$ cat src/rtl/fnd_pkg.sv
// Shared constants and BCD helper for the six-digit FND scan driver.
package fnd_pkg;
   localparam int NUM_DIGITS = 6;

   localparam logic [6:0] SEG_0    = 7'h3F;
   localparam logic [6:0] SEG_1    = 7'h06;
   localparam logic [6:0] SEG_2    = 7'h5B;
   localparam logic [6:0] SEG_3    = 7'h4F;
   localparam logic [6:0] SEG_4    = 7'h66;
   localparam logic [6:0] SEG_5    = 7'h6D;
   localparam logic [6:0] SEG_6    = 7'h7D;
   localparam logic [6:0] SEG_7    = 7'h07;
   localparam logic [6:0] SEG_8    = 7'h7F;
   localparam logic [6:0] SEG_9    = 7'h6F;
   localparam logic [6:0] SEG_DASH = 7'h40;
   localparam logic [6:0] SEG_OFF  = 7'h00;
   localparam logic [5:0] COM_OFF  = 6'b111111;

   // Returns {tens, ones}; 60..63 yields 4'hF in both nibbles so the decoder shows dashes.
   function automatic logic [7:0] bcd_split(input logic [5:0] v);
      logic [5:0] t;
      logic [5:0] o;
      if (v >= 6'd60) return 8'hFF;
      t = v / 6'd10;
      o = v % 6'd10;
      return {t[3:0], o[3:0]};
   endfunction
endpackage

$ cat src/rtl/seg_dec7.sv
// BCD digit to active-high gfedcba pattern; codes 10..15 render as a dash.
module seg_dec7
   import fnd_pkg::*;
(
   input  logic [3:0] bcd,
   output logic [6:0] seg
);
   always_comb begin
      seg = SEG_DASH;
      case (bcd)
         4'd0: seg = SEG_0;
         4'd1: seg = SEG_1;
         4'd2: seg = SEG_2;
         4'd3: seg = SEG_3;
         4'd4: seg = SEG_4;
         4'd5: seg = SEG_5;
         4'd6: seg = SEG_6;
         4'd7: seg = SEG_7;
         4'd8: seg = SEG_8;
         4'd9: seg = SEG_9;
         default: seg = SEG_DASH;
      endcase
   end
endmodule

$ cat src/rtl/fnd_scan6.sv
// Six-digit multiplexed 7-segment driver: prescaled digit scan, frame-coherent
// shadow capture of sec/min/hour, BCD split and registered seg/dp/com.
module fnd_scan6
   import fnd_pkg::*;
#(
   parameter int unsigned SCAN_DIV = 50000
) (
   input  logic       clk,
   input  logic       rst_n,
   input  logic [5:0] sec,
   input  logic [5:0] min,
   input  logic [5:0] hour,
   input  logic       blank,
   output logic [6:0] seg,
   output logic       dp,
   output logic [5:0] com
);
   localparam logic [31:0] PRE_MAX = 32'(SCAN_DIV - 1);

   logic [31:0] pre;
   logic [2:0]  idx;
   logic        tick, wrap;
   logic [5:0]  sh_sec, sh_min, sh_hour;
   logic [5:0]  field;
   logic [7:0]  bcd;
   logic [3:0]  digit;
   logic [6:0]  seg_nx;
   logic [5:0]  com_nx;
   logic        dp_nx;

   assign tick = (pre == PRE_MAX);
   assign wrap = tick && (idx == 3'd5);

   always_ff @(posedge clk or negedge rst_n) begin
      if (!rst_n) begin
         pre <= '0;
         idx <= '0;
      end else begin
         pre <= tick ? '0 : pre + 32'd1;
         if (idx > 3'd5)
            idx <= '0;
         else if (tick)
            idx <= (idx == 3'd5) ? 3'd0 : idx + 3'd1;
      end
   end

   // Shadows only move at the frame boundary so one frame never mixes old and new values.
   always_ff @(posedge clk or negedge rst_n) begin
      if (!rst_n) begin
         sh_sec  <= '0;
         sh_min  <= '0;
         sh_hour <= '0;
      end else if (wrap) begin
         sh_sec  <= sec;
         sh_min  <= min;
         sh_hour <= hour;
      end
   end

   always_comb begin
      field = sh_hour;
      case (idx[2:1])
         2'd0:    field = sh_sec;
         2'd1:    field = sh_min;
         default: field = sh_hour;
      endcase
   end

   assign bcd    = bcd_split(field);
   assign digit  = idx[0] ? bcd[7:4] : bcd[3:0];
   assign com_nx = ~(6'b000001 << idx);
   assign dp_nx  = (idx == 3'd2) || (idx == 3'd4);

   seg_dec7 u_dec (
      .bcd (digit),
      .seg (seg_nx)
   );

   always_ff @(posedge clk or negedge rst_n) begin
      if (!rst_n) begin
         seg <= SEG_OFF;
         dp  <= 1'b0;
         com <= COM_OFF;
      end else if (blank) begin
         seg <= SEG_OFF;
         dp  <= 1'b0;
         com <= COM_OFF;
      end else begin
         seg <= seg_nx;
         dp  <= dp_nx;
         com <= com_nx;
      end
   end
endmodule
$ cat config.mk
export PLATFORM = sky130hd
export DESIGN_NAME = fnd_scan6
export DESIGN_NICKNAME = d
export VERILOG_FILES = /design/src/rtl/fnd_pkg.sv /design/src/rtl/seg_dec7.sv /design/src/rtl/fnd_scan6.sv
export SDC_FILE = /design/constraint.sdc
export NUM_CORES = 1
export LEC_CHECK = 0
export ABC_AREA = 1
export CAP_MARGIN = 20
export CORE_ASPECT_RATIO = 0.9
export CORE_MARGIN = 2
export CORE_UTILIZATION = 63
export DETAILED_ROUTE_END_ITERATION = 12
export PLACE_DENSITY = 0.86
export SLEW_MARGIN = 20
export SYNTH_ARGS = -nofsm -noshare
export SYNTH_HDL_FRONTEND = slang
export SYNTH_HIERARCHICAL = 1
export SYNTH_SLANG_ARGS = --single-unit
export TNS_END_PERCENT = 100
$ cat constraint.sdc
create_clock -name clk -period 5.4 [get_ports clk]
set_input_delay 0.54 -clock clk [delete_from_list [all_inputs] [get_ports clk]]
set_output_delay 0.54 -clock clk [all_outputs]
set_load 0.05 [all_outputs]
==> results of run 1 <==
## where the power goes
part           total, mW  internal (mW)  switching [mW]
sequential         0.508          0.507         0.00131
combinational     0.0883         0.0334          0.0549
clock              0.471          0.272           0.199
total               1.07          0.813           0.255
## Yosys cell counts (2+ instances only)
cell type,instances
nand4_1,10
dfrtp_1,61
buf_4,2
nand3_2,11
nor3b_1,2
o21a_1,2
inv_1,89
dfstp_2,6
a31oi_1,2
nor3_2,3
or2_2,2
nand2_4,3
o21ai_1,16
nor2_1,43
nor4_4,2
nand3_4,3
a21oi_1,12
buf_2,3
o21ai_0,8
nand2_2,9
nor3_1,19
nor2_2,5
nor4_1,5
a21oi_2,4
ha_1,11
nor3_4,2
inv_2,11
nand2_1,106
xor2_1,10
nand3_1,26
xnor2_1,3
## final cells by class
cell class	count	area [µm²]	share of cell area, %
sequential	67	1684	36.48
tap	87	108.9	2.358
multi-input combinational	328	1879	40.70
inverter	100	375.4	8.130
clock inverter	6	88.84	1.924
timing repair buffer	35	342.8	7.425
clock buffer	10	137.6	2.981
## sequential cells by signal (all words and copies together) (netlist names)
| name | flops |
|---|---|
| sh_hour | 6 |
| sh_sec | 6 |
| sh_min | 6 |
| idx | 3 |
| com | 6 |
| seg | 7 |
| pre | 32 |
| dp | 1 |
## critical path: stages, from the launching register on
cell	delay (ps)
dfrtp_1	700
inv_2	190
nand3_2	130
nand3_4	130
nand2_2	120
nand2_2	70
nand2_4	90
ha_1	140
nand2_1	50
nor2_1	80
nand2_1	90
nand3_2	100
nand2_1	80
nand2_1	90
inv_1	50
ha_1	290
a21oi_2	120
nor2_1	60
nor2_1	290
inv_2	100
nand3_1	170
nand2_1	90
inv_1	70
nor2_1	40
## through the flow
stage	instance area (µm²)	utilization (%)	cells	setup WS, ps
floorplan	3984	-	502	2610
global placement	4390	71.80	617	2260
detailed placement	4390	71.80	617	2024
CTS	4617	75.51	633	1992
global route	4617	75.51	633	1561
finish	4617	75.51	633	1935
## layer usage
metal  part of all wire [%]  up-vias  global-route usage, %
li1                       -     1658                      -
met1                     47     1578                  37.85
met2                     47      102                  42.27
met3                    5.6        8                  5.274
met4                   0.95        0                  7.385
met5                      0        -                      0
## worst max-delay path by stage
stage	startpoint	to	slack [ps]
final	idx[2]	seg[1]	1930
after global routing	idx[2]	seg[3]	1560
after floorplan	idx[1]	seg[0]	2610
after detailed placement	idx[2]	seg[1]	2020
after CTS	idx[2]	seg[3]	1990
after global placement	idx[2]	seg[1]	2260
## cells in the final DEF, fill, tap and decap left out, types with 6 or more instances in the layout
master           instances
nand2_1                106
a21oi_1                 12
nor2_1                  43
inv_1                   89
inv_2                   11
o21ai_1                 16
nand4_1                 10
clkdlybuf4s50_1         33
nand2_2                  9
nor3_1                  19
ha_1                    11
clkbuf_8                10
xor2_1                  10
dfstp_2                  6
o21ai_0                  8
dfrtp_1                 61
nand3_2                 11
nand3_1                 26
## cells by family after synthesis
logic type	after synthesis
and+or+nand+nor	253
buffers and inverters	107
DFF	67
AOI/OAI and AO/OA	51
xor gates and xnor gates	13
adders and majority gates	11
==> results.py, run 1 <==
metrics = {
    "outcome": {
        "status": "complete, no violations",
    },
    "synth": {
        "syn_inst": 502,
        "yosysWarningCount": 6,
        "synthDistinctLibCells": 42,
        "synth_area_mm2": 0.003984,
        "synth_top_area_share_pct": 38.32,
        "synth_area_leaders": "dfrtp_1 (38%), nand2_1 (10%), inv_1 (8.4%), nor2_1 (4.1%), dfstp_2 (4.0%)",
        "synth_edf_count": 0,
        "synth.mux.area_fraction_pct": 0,
        "ys_seq_area_share_pct": 42.27,
        "postSynthAreaPerCell_um2": 7.936,
        "yosys.area_share.simple_pct": 33.01,
        "synth_top_family_by_area": "simple AND/OR/NAND/NOR gates",
        "synth-compound-area-share_pct": 7.852,
        "synth.largest_area_cell": "dfrtp_1",
        "ys.flop_type": "dfrtp_1",
        "async_flop_share_pct": 100.0,
        "synth_seq_cells": 67,
        "synth_xor_area_share_pct": 2.858,
        "synth_fp_nets": 534,
        "synthAdderAreaFrac_pct": 3.455,
    },
    "floorplanning": {
        "initial_core_util_pct": 65.15,
        "dieArea_mm2": 0.006976,
        "fp.dieH_um": 79.44,
        "pin_count": 35,
        "core.rowCount": 27,
        "fp.dieW_um": 87.82,
        "core_mm2": 0.006115,
    },
    "grt": {
        "grt_overflow": 0,
        "grt_pass1_wl_um": 14600,
        "grt_pass1_vias": 3201,
        "grt_max_degree": 68,
        "grt.total_usage_pct": 26.83,
        "antenna_found_initial": 0,
    },
    "layout": {
        "drive_above_1_share_pct": 15.02,
        "nFillCells": 470,
        "nets": 573,
        "antenna_cells": 0,
        "syn2layout_area_growth_pct": 15.89,
    },
    "drt": {
        "routed-via-count": 3346,
        "drc": 0,
        "drt_iter0_drc": 234,
        "ant_nets": 0,
        "vias_per_cell": 5.286,
        "wl_per_cell_um": 13.30,
        "first_pass_iters": 5,
        "wl_um": 8417,
    },
    "cts": {
        "clkTransAtPathRegs_ps": 80,
        "htreeDepth": 3,
        "cts-buffers-inserted": 9,
        "cts_root_buffer": "clkbuf_8",
        "clock_sinks": 67,
        "cts_setup_buffers": 0,
        "cts.path.max_buffers": 2,
        "cts_tree": "yes",
        "hold_buffers": 0,
        "clk_latency_ps": 350,
        "postCtsResizedCells": 0,
    },
    "timing": {
        "rsz0062_at_grt": "false",
        "setup_tns_ps": 0,
        "timing.final.hold_violations": 0,
        "period_needed_ps": 3465,
        "worstMarginPinSlew_ps": 808.2,
        "max_freq_mhz": 288.6,
        "drv_slew": 0,
        "clock-skew-final_ps": 8.111,
        "layout_worst_path_cycle_share_pct": 64.17,
        "slew_headroom_pct": 46.12,
        "setup_viol": 0,
        "hold_ws_ps": 364.8,
    },
    "worst_hold_path": {
        "hp-class": "in -> async",
    },
    "worst_setup_path": {
        "r2r_slack_ps": 1930,
        "crit_required_ps": 5620,
        "criticalPathCategory": "reg -> reg",
        "cp-end-kind": "flop",
        "cp-start-kind": "flop",
        "r2r-end": "seg[1]",
        "cp_max_fo": 14,
        "reg2reg_from": "idx[2]",
        "reg2reg_depth": 23,
        "critical_path_arrival_ps": 3690,
    },
    "pwr": {
        "vdd_drop_max_mv": 0.2181,
        "finalPower_mw": 1.067,
        "p_per_area_mw_per_mm2": 231.2,
        "cellLeakagePower_nw": 2.371,
    },
    "job": {
        "drv_cap": 0,
    },
    "place": {
        "portBuffers": 34,
        "gp_congestion": 0.9378,
        "dp_hpwl_um": 6198,
    },
}
Power figures use the tool's default switching activity.
==> run 2, diff against run 1 <==
CORE_UTILIZATION = 52   (was 63)
PLACE_DENSITY = 0.76   (was 0.86)
clock period = 2.97 ns   (was 5.4 ns; I/O delays follow)
==> run 2 against run 1 <==
Compared with the run above: the run now ends with setup timing left; register-to-register slack got worse by 2000 ps; critical path depth rose by 3; non-clock buffer count rose by 29; critical path type unchanged.
==> results.py, run 2 (same netlist as run 1, synthesis figures left out) <==
metrics = {
    "outcome": {
        "status": "finished, violations left",
        "violations": "setup timing",
    },
    "cts": {
        "cts-buffers-inserted": 9,
        "cts_root_buffer": "clkbuf_8",
        "cts_tree": "yes",
        "clkTransAtPathRegs_ps": 70,
        "clk_latency_ps": 350,
        "cts.path.max_buffers": 2,
        "htreeDepth": 3,
        "clock_sinks": 67,
    },
    "floorplanning": {
        "dieArea_mm2": 0.008378,
        "initial_core_util_pct": 53.33,
        "fp.dieW_um": 96.26,
        "pin_count": 35,
        "core_mm2": 0.007470,
        "fp.dieH_um": 87.04,
        "core.rowCount": 30,
    },
    "drt": {
        "routed-via-count": 3443,
        "wl_per_cell_um": 13.65,
        "wl_um": 9158,
        "drt_iter0_drc": 244,
        "ant_nets": 0,
        "vias_per_cell": 5.131,
        "first_pass_iters": 4,
        "drc": 0,
    },
    "pwr": {
        "power.switching_uw": 479.3,
        "power_frac_comb_pct": 9.2,
        "vdd_drop_max_mv": 0.3060,
        "pwr-share-seq_pct": 45.5,
        "intPower_mw": 1.551,
        "pwr-share-clk_pct": 45.3,
        "cellLeakagePower_nw": 2.526,
        "swShare_pct": 23.60,
        "finalPower_mw": 2.031,
        "p_per_area_mw_per_mm2": 408.1,
    },
    "place": {
        "gp_congestion": 0.9210,
        "dp_slack_ps": -290.1,
        "portBuffers": 34,
        "dp_hpwl_um": 6490,
        "post_dp_cell_area_mm2": 0.004454,
    },
    "worst_hold_path": {
        "hp-class": "in -> async",
    },
    "grt": {
        "antenna_found_initial": 0,
        "grt_overflow": 0,
        "grt_pass1_vias": 3368,
        "grt.total_usage_pct": 23.07,
        "grt_max_degree": 37,
        "grt_pass1_wl_um": 14950,
    },
    "job": {
        "drv_cap": 0,
    },
    "worst_setup_path": {
        "cpMostUsedCell": "nand2_2",
        "critPathMaxStageDelay_ps": 500,
        "cp_max_fo": 7,
        "crit_required_ps": 3200,
        "criticalPathCategory": "reg -> reg",
        "critical_path_arrival_ps": 3230,
        "cp-end-kind": "flop",
        "critPathSlowestCell": "dfrtp_2",
        "cp-start-kind": "flop",
    },
    "layout": {
        "reg_top3": "pre x32, seg x7",
        "final_cell_mix": "nand2_1 (93), inv_1 (86), dfrtp_1 (59)",
        "nFillCells": 632,
        "layout_commonest_cell": "nand2_1",
        "top_register": "pre",
        "fin_area_mm2": 0.004976,
        "largest_register_ffs": 32,
        "syn2layout_area_growth_pct": 24.91,
        "antenna_cells": 0,
        "drive_above_1_share_pct": 23.48,
        "regArea_mm2": 0.001687,
        "nets": 602,
        "multiInputGateArea_mm2": 0.001984,
    },
    "timing": {
        "fin_ws_ps": -31.84,
        "clock-skew-final_ps": 6.277,
        "max_freq_mhz": 333.1,
        "worstMarginPinSlew_ps": 505.2,
        "slew_headroom_pct": 66.01,
        "timing.final.hold_violations": 0,
        "drv_slew": 0,
        "setup_viol": 3,
        "layout_worst_path_cycle_share_pct": 101.1,
        "rsz0062_at_grt": "true",
        "period_needed_ps": 3002,
    },
}
## run 2: routing by layer
| metal | routed length [µm] | global-route usage, % |
|---|---|---|
| met4 | 143 | 8.182 |
| met1 | 4223 | 29.98 |
| met3 | 437 | 5.801 |
| met2 | 4353 | 37.37 |
| met5 | 0 | 0 |
## run 2: what timing repair did
item,4_1_cts,5_1_grt
hold buffers,1,0
hold endpoints to repair,13,0
gates resized for setup,9,22
setup endpoints to repair,7,7
setup buffers,9,12
pin swaps,4,16
## run 2: power by group through the flow
stage | Sequential (mW) | Clock (mW) | Combinational (mW)
global placement | 0.941 | 0 | 0.161
detailed placement | 0.941 | 0 | 0.165
global route | 0.924 | 0.973 | 0.205
floorplan | 0.967 | 0 | 0.0666
finish | 0.924 | 0.921 | 0.186
CTS | 0.924 | 0.934 | 0.171
## run 2: final timing paths
| kind | from | end | slack [ps] | cells after the start |
|---|---|---|---|---|
| setup / recovery | idx[2] | seg[5] | -30 | 26 |
| hold / removal | rst_n | sh_hour[3] | 380 | 2 |
| setup reg to reg | idx[2] | seg[5] | -30 | 26 |
| hold reg to reg | pre[0] | pre[0] | 490 | 1 |
| max in group asynchronous | rst_n | com[2] | 1840 | 3 |
| min in group clk | min[1] | sh_min[1] | 480 | 3 |
## run 2: critical path, delay by kind of cell, from the launching register on
family	cells	cell delay (ps)
adders and majority gates	1	160
DFF	1	500
and+or+nand+nor	22	1930
buffers and inverters	3	290
## run 2: stage by stage
step / std cells / hold slack [ps] / utilization [%] / TNS, ps
after floorplan: 502 / 1.409 / - / 0
after global placement: 633 / 210.1 / 59.63 / -104.7
after detailed placement: 633 / 210.9 / 59.63 / -1334
after CTS: 659 / 397.5 / 64.19 / 0
after global routing: 671 / 400.1 / 66.62 / -1172
final: 671 / 380.6 / 66.62 / -52.19
## run 2: final cells by class
cell class	instances	area share, %
tap	96	2.414
timing repair buffer	64	11.39
clock buffer	9	2.489
sequential	67	33.89
inverter	100	7.594
multi-input combinational	328	39.88
clock inverter	7	2.338
==> run 3, diff against run 2 <==
ABC_AREA = not set   (was 1)
CORE_MARGIN = not set   (was 2)
PLACE_DENSITY = not set   (was 0.76)
PLACE_DENSITY_LB_ADDON = 0.3   (was not set)
==> run 3 against run 2 <==
Compared with the run above: the flow still finishes with violations (setup timing); via count decreased by 16%; combinational power decreased by 58%; total power decreased by 12%; clock-buffer cell count increased by 1; cell area decreased by 3.6%; sequential power decreased by 0.5%; critical endpoint unchanged.
==> results.py, run 3 <==
metrics = {
    "outcome": {
        "status": "finished, violations left",
        "violations": "setup timing",
    },
    "synth": {
        "yosys.cell_count.top_type": "dfrtp_1",
        "ys_seq_area_share_pct": 46.10,
        "synth_fp_nets": 380,
        "postSynthAreaPerCell_um2": 10.50,
        "synthDistinctLibCells": 58,
        "yosys-top-cells-count": "dfrtp_1 (61), nor2_1 (33), nand2_1 (26), xnor2_1 (22)",
        "synth.largest_area_cell": "dfrtp_1",
        "yosysWarningCount": 6,
        "synth_area_mm2": 0.003654,
        "syn_inst": 348,
        "synth_seq_cells": 67,
        "synth_edf_count": 0,
        "ys.flop_type": "dfrtp_1",
        "async_flop_share_pct": 100.0,
        "synth_area_leaders": "dfrtp_1 (42%), xnor2_1 (5.3%), dfstp_2 (4.3%), ha_1 (3.8%), nor2_1 (3.4%)",
        "synth_top_area_share_pct": 41.78,
    },
    "pwr": {
        "cellLeakagePower_nw": 2.133,
        "finalPower_mw": 1.790,
        "p_per_area_mw_per_mm2": 373.1,
        "vdd_drop_max_mv": 0.3467,
    },
    "layout": {
        "syn2layout_area_growth_pct": 31.34,
        "fin_area_mm2": 0.004798,
        "nFillCells": 494,
        "final_cells": 532,
        "antenna_cells": 0,
        "top_register": "pre",
        "layout_commonest_cell": "dfrtp_1",
        "final_cell_mix": "dfrtp_1 (60), buf_4 (53), clkdlybuf4s50_1 (33)",
        "nets": 469,
        "largest_register_ffs": 32,
        "drive_above_1_share_pct": 28.96,
        "reg_top3": "pre x32, seg x7",
    },
    "drt": {
        "wl_per_cell_um": 14.84,
        "ant_nets": 0,
        "routed-via-count": 2901,
        "wl_um": 7895,
        "drt_iter0_drc": 111,
        "vias_per_cell": 5.453,
        "first_pass_iters": 5,
        "drc": 0,
    },
    "worst_setup_path": {
        "crit_buf_inv": 4,
        "cpMostUsedCell": "buf_4",
        "cp-start-kind": "flop",
        "cp.depth": 18,
        "cp_max_fo": 5,
        "critPathSlowestCell": "dfrtp_2",
        "reg2reg_depth": 18,
        "cp-end-kind": "flop",
        "cpLargestDelayFamily": "compound AO/OA/AOI/OAI gates",
        "critPathMaxStageDelay_ps": 450,
        "crit_required_ps": 3190,
        "critical_path_arrival_ps": 3630,
        "path_cells": "mux2i_2, o21a_1, nor2_4, a21oi_2, ha_1, o211ai_1, nor4_1, o22ai_1, buf_4, buf_4, buf_4, nand2_1, a311o_1, inv_2, ha_2, nor2b_1, o31a_1, nor2b_1",
        "criticalPathCategory": "reg -> reg",
    },
    "timing": {
        "setup_viol": 7,
        "drv_slew": 0,
        "timing.final.hold_violations": 0,
        "worstMarginPinSlew_ps": 757.3,
        "fin_ws_ps": -436.9,
        "layout_worst_path_cycle_share_pct": 114.7,
        "clock-skew-final_ps": 8.994,
        "slew_headroom_pct": 49.51,
        "max_freq_mhz": 293.5,
        "rsz0062_at_grt": "true",
        "period_needed_ps": 3407,
    },
    "floorplanning": {
        "fp.dieH_um": 81.52,
        "pin_count": 35,
        "initial_core_util_pct": 54.60,
        "core.rowCount": 28,
        "core_mm2": 0.006691,
        "fp.dieW_um": 90.36,
        "dieArea_mm2": 0.007366,
    },
    "grt": {
        "grt_pass1_vias": 2938,
        "grt_pass1_wl_um": 13460,
        "antenna_found_initial": 0,
        "grt_max_degree": 36,
        "grt.total_usage_pct": 23.78,
        "grt_overflow": 0,
    },
    "worst_hold_path": {
        "hp-class": "in -> async",
    },
    "place": {
        "post_dp_cell_area_mm2": 0.004449,
        "gp_congestion": 0.8974,
        "dp_hpwl_um": 5807,
        "placed_cells": 510,
        "portBuffers": 34,
    },
    "cts": {
        "cts_root_buffer": "clkbuf_8",
        "cts-buffers-inserted": 9,
        "cts_tree": "yes",
        "htreeDepth": 3,
        "cts.path.max_buffers": 2,
        "clk_latency_ps": 350,
        "clkTransAtPathRegs_ps": 80,
        "clock_sinks": 67,
    },
    "job": {
        "drv_cap": 0,
    },
}
-- run 3: final cells by class --
cell class	instances	area [µm²]	area share, %
Clock inverter	6	71.32	1.486
Tap cell	90	112.6	2.347
Clock buffer	10	137.6	2.868
Sequential cell	67	1685	35.12
Multi-Input combinational cell	259	1983	41.33
Inverter	11	43.79	0.9126
Timing Repair Buffer	89	764.5	15.93
-- run 3: cell families (layout without fill, tap and decap cells) --
| family | count (synthesis) | after routing | share of synthesized area (%) |
|---|---|---|---|
| adder cells (fa/ha/maj) | 11 | 11 | 3.767 |
| multiplexers | 26 | 26 | 8.014 |
| AND/OR/NAND/NOR | 136 | 136 | 19.59 |
| flip-flops | 67 | 67 | 46.10 |
| XOR/XNOR | 36 | 36 | 8.630 |
| buffers and inverters | 22 | 116 | 3.390 |
| AO/OA/AOI/OAI | 50 | 50 | 10.51 |
-- run 3: where the power goes --
group	switching (mW)	internal [mW]	total (mW)
clock network	0.377	0.417	0.794
registers	0.00152	0.917	0.919
logic	0.0437	0.0337	0.0774
-- run 3: final timing paths --
check                             start          to  slack, ps
worst max-delay path             idx[1]      seg[5]       -440
worst min-delay path              rst_n  sh_hour[0]          6
worst max register to register   idx[1]      seg[5]       -440
worst min register to register  pre[31]     pre[31]        480
max in group asynchronous         rst_n      com[2]       2180
min in group clk                pre[31]     pre[31]        480
-- run 3: timing repair --
item                                    in CTS  in global routing
endpoints found under the setup margin       7                  7
setup buffers                                3                  3
resized for setup                           14                  4
pin swaps                                    0                  1
endpoints found under the hold margin        0                  0
hold buffers                                 0                  0
-- run 3: through the flow --
| stage | hold slack, ps | TNS, ps | util (%) | setup WS [ps] |
|---|---|---|---|---|
| after floorplan | 1.409 | -2005 | - | -398.8 |
| after global placement | 405.9 | -1703 | 66.49 | -292.2 |
| after detailed placement | 407.8 | -2981 | 66.49 | -523.5 |
| after CTS | 29.66 | -2191 | 71.09 | -362.8 |
| after global routing | 66.87 | -3623 | 71.71 | -573.1 |
| final | 6.018 | -2483 | 71.71 | -436.9 |
-- run 3: layer usage --
metal  routed length [µm]  vias to the layer above  track usage (%)
li1                     -                     1422                -
met1                 3590                     1394            28.68
met2                 3842                       63            41.15
met3                  264                       22            5.833
met4                  197                        0            10.65
met5                    0                        -                0
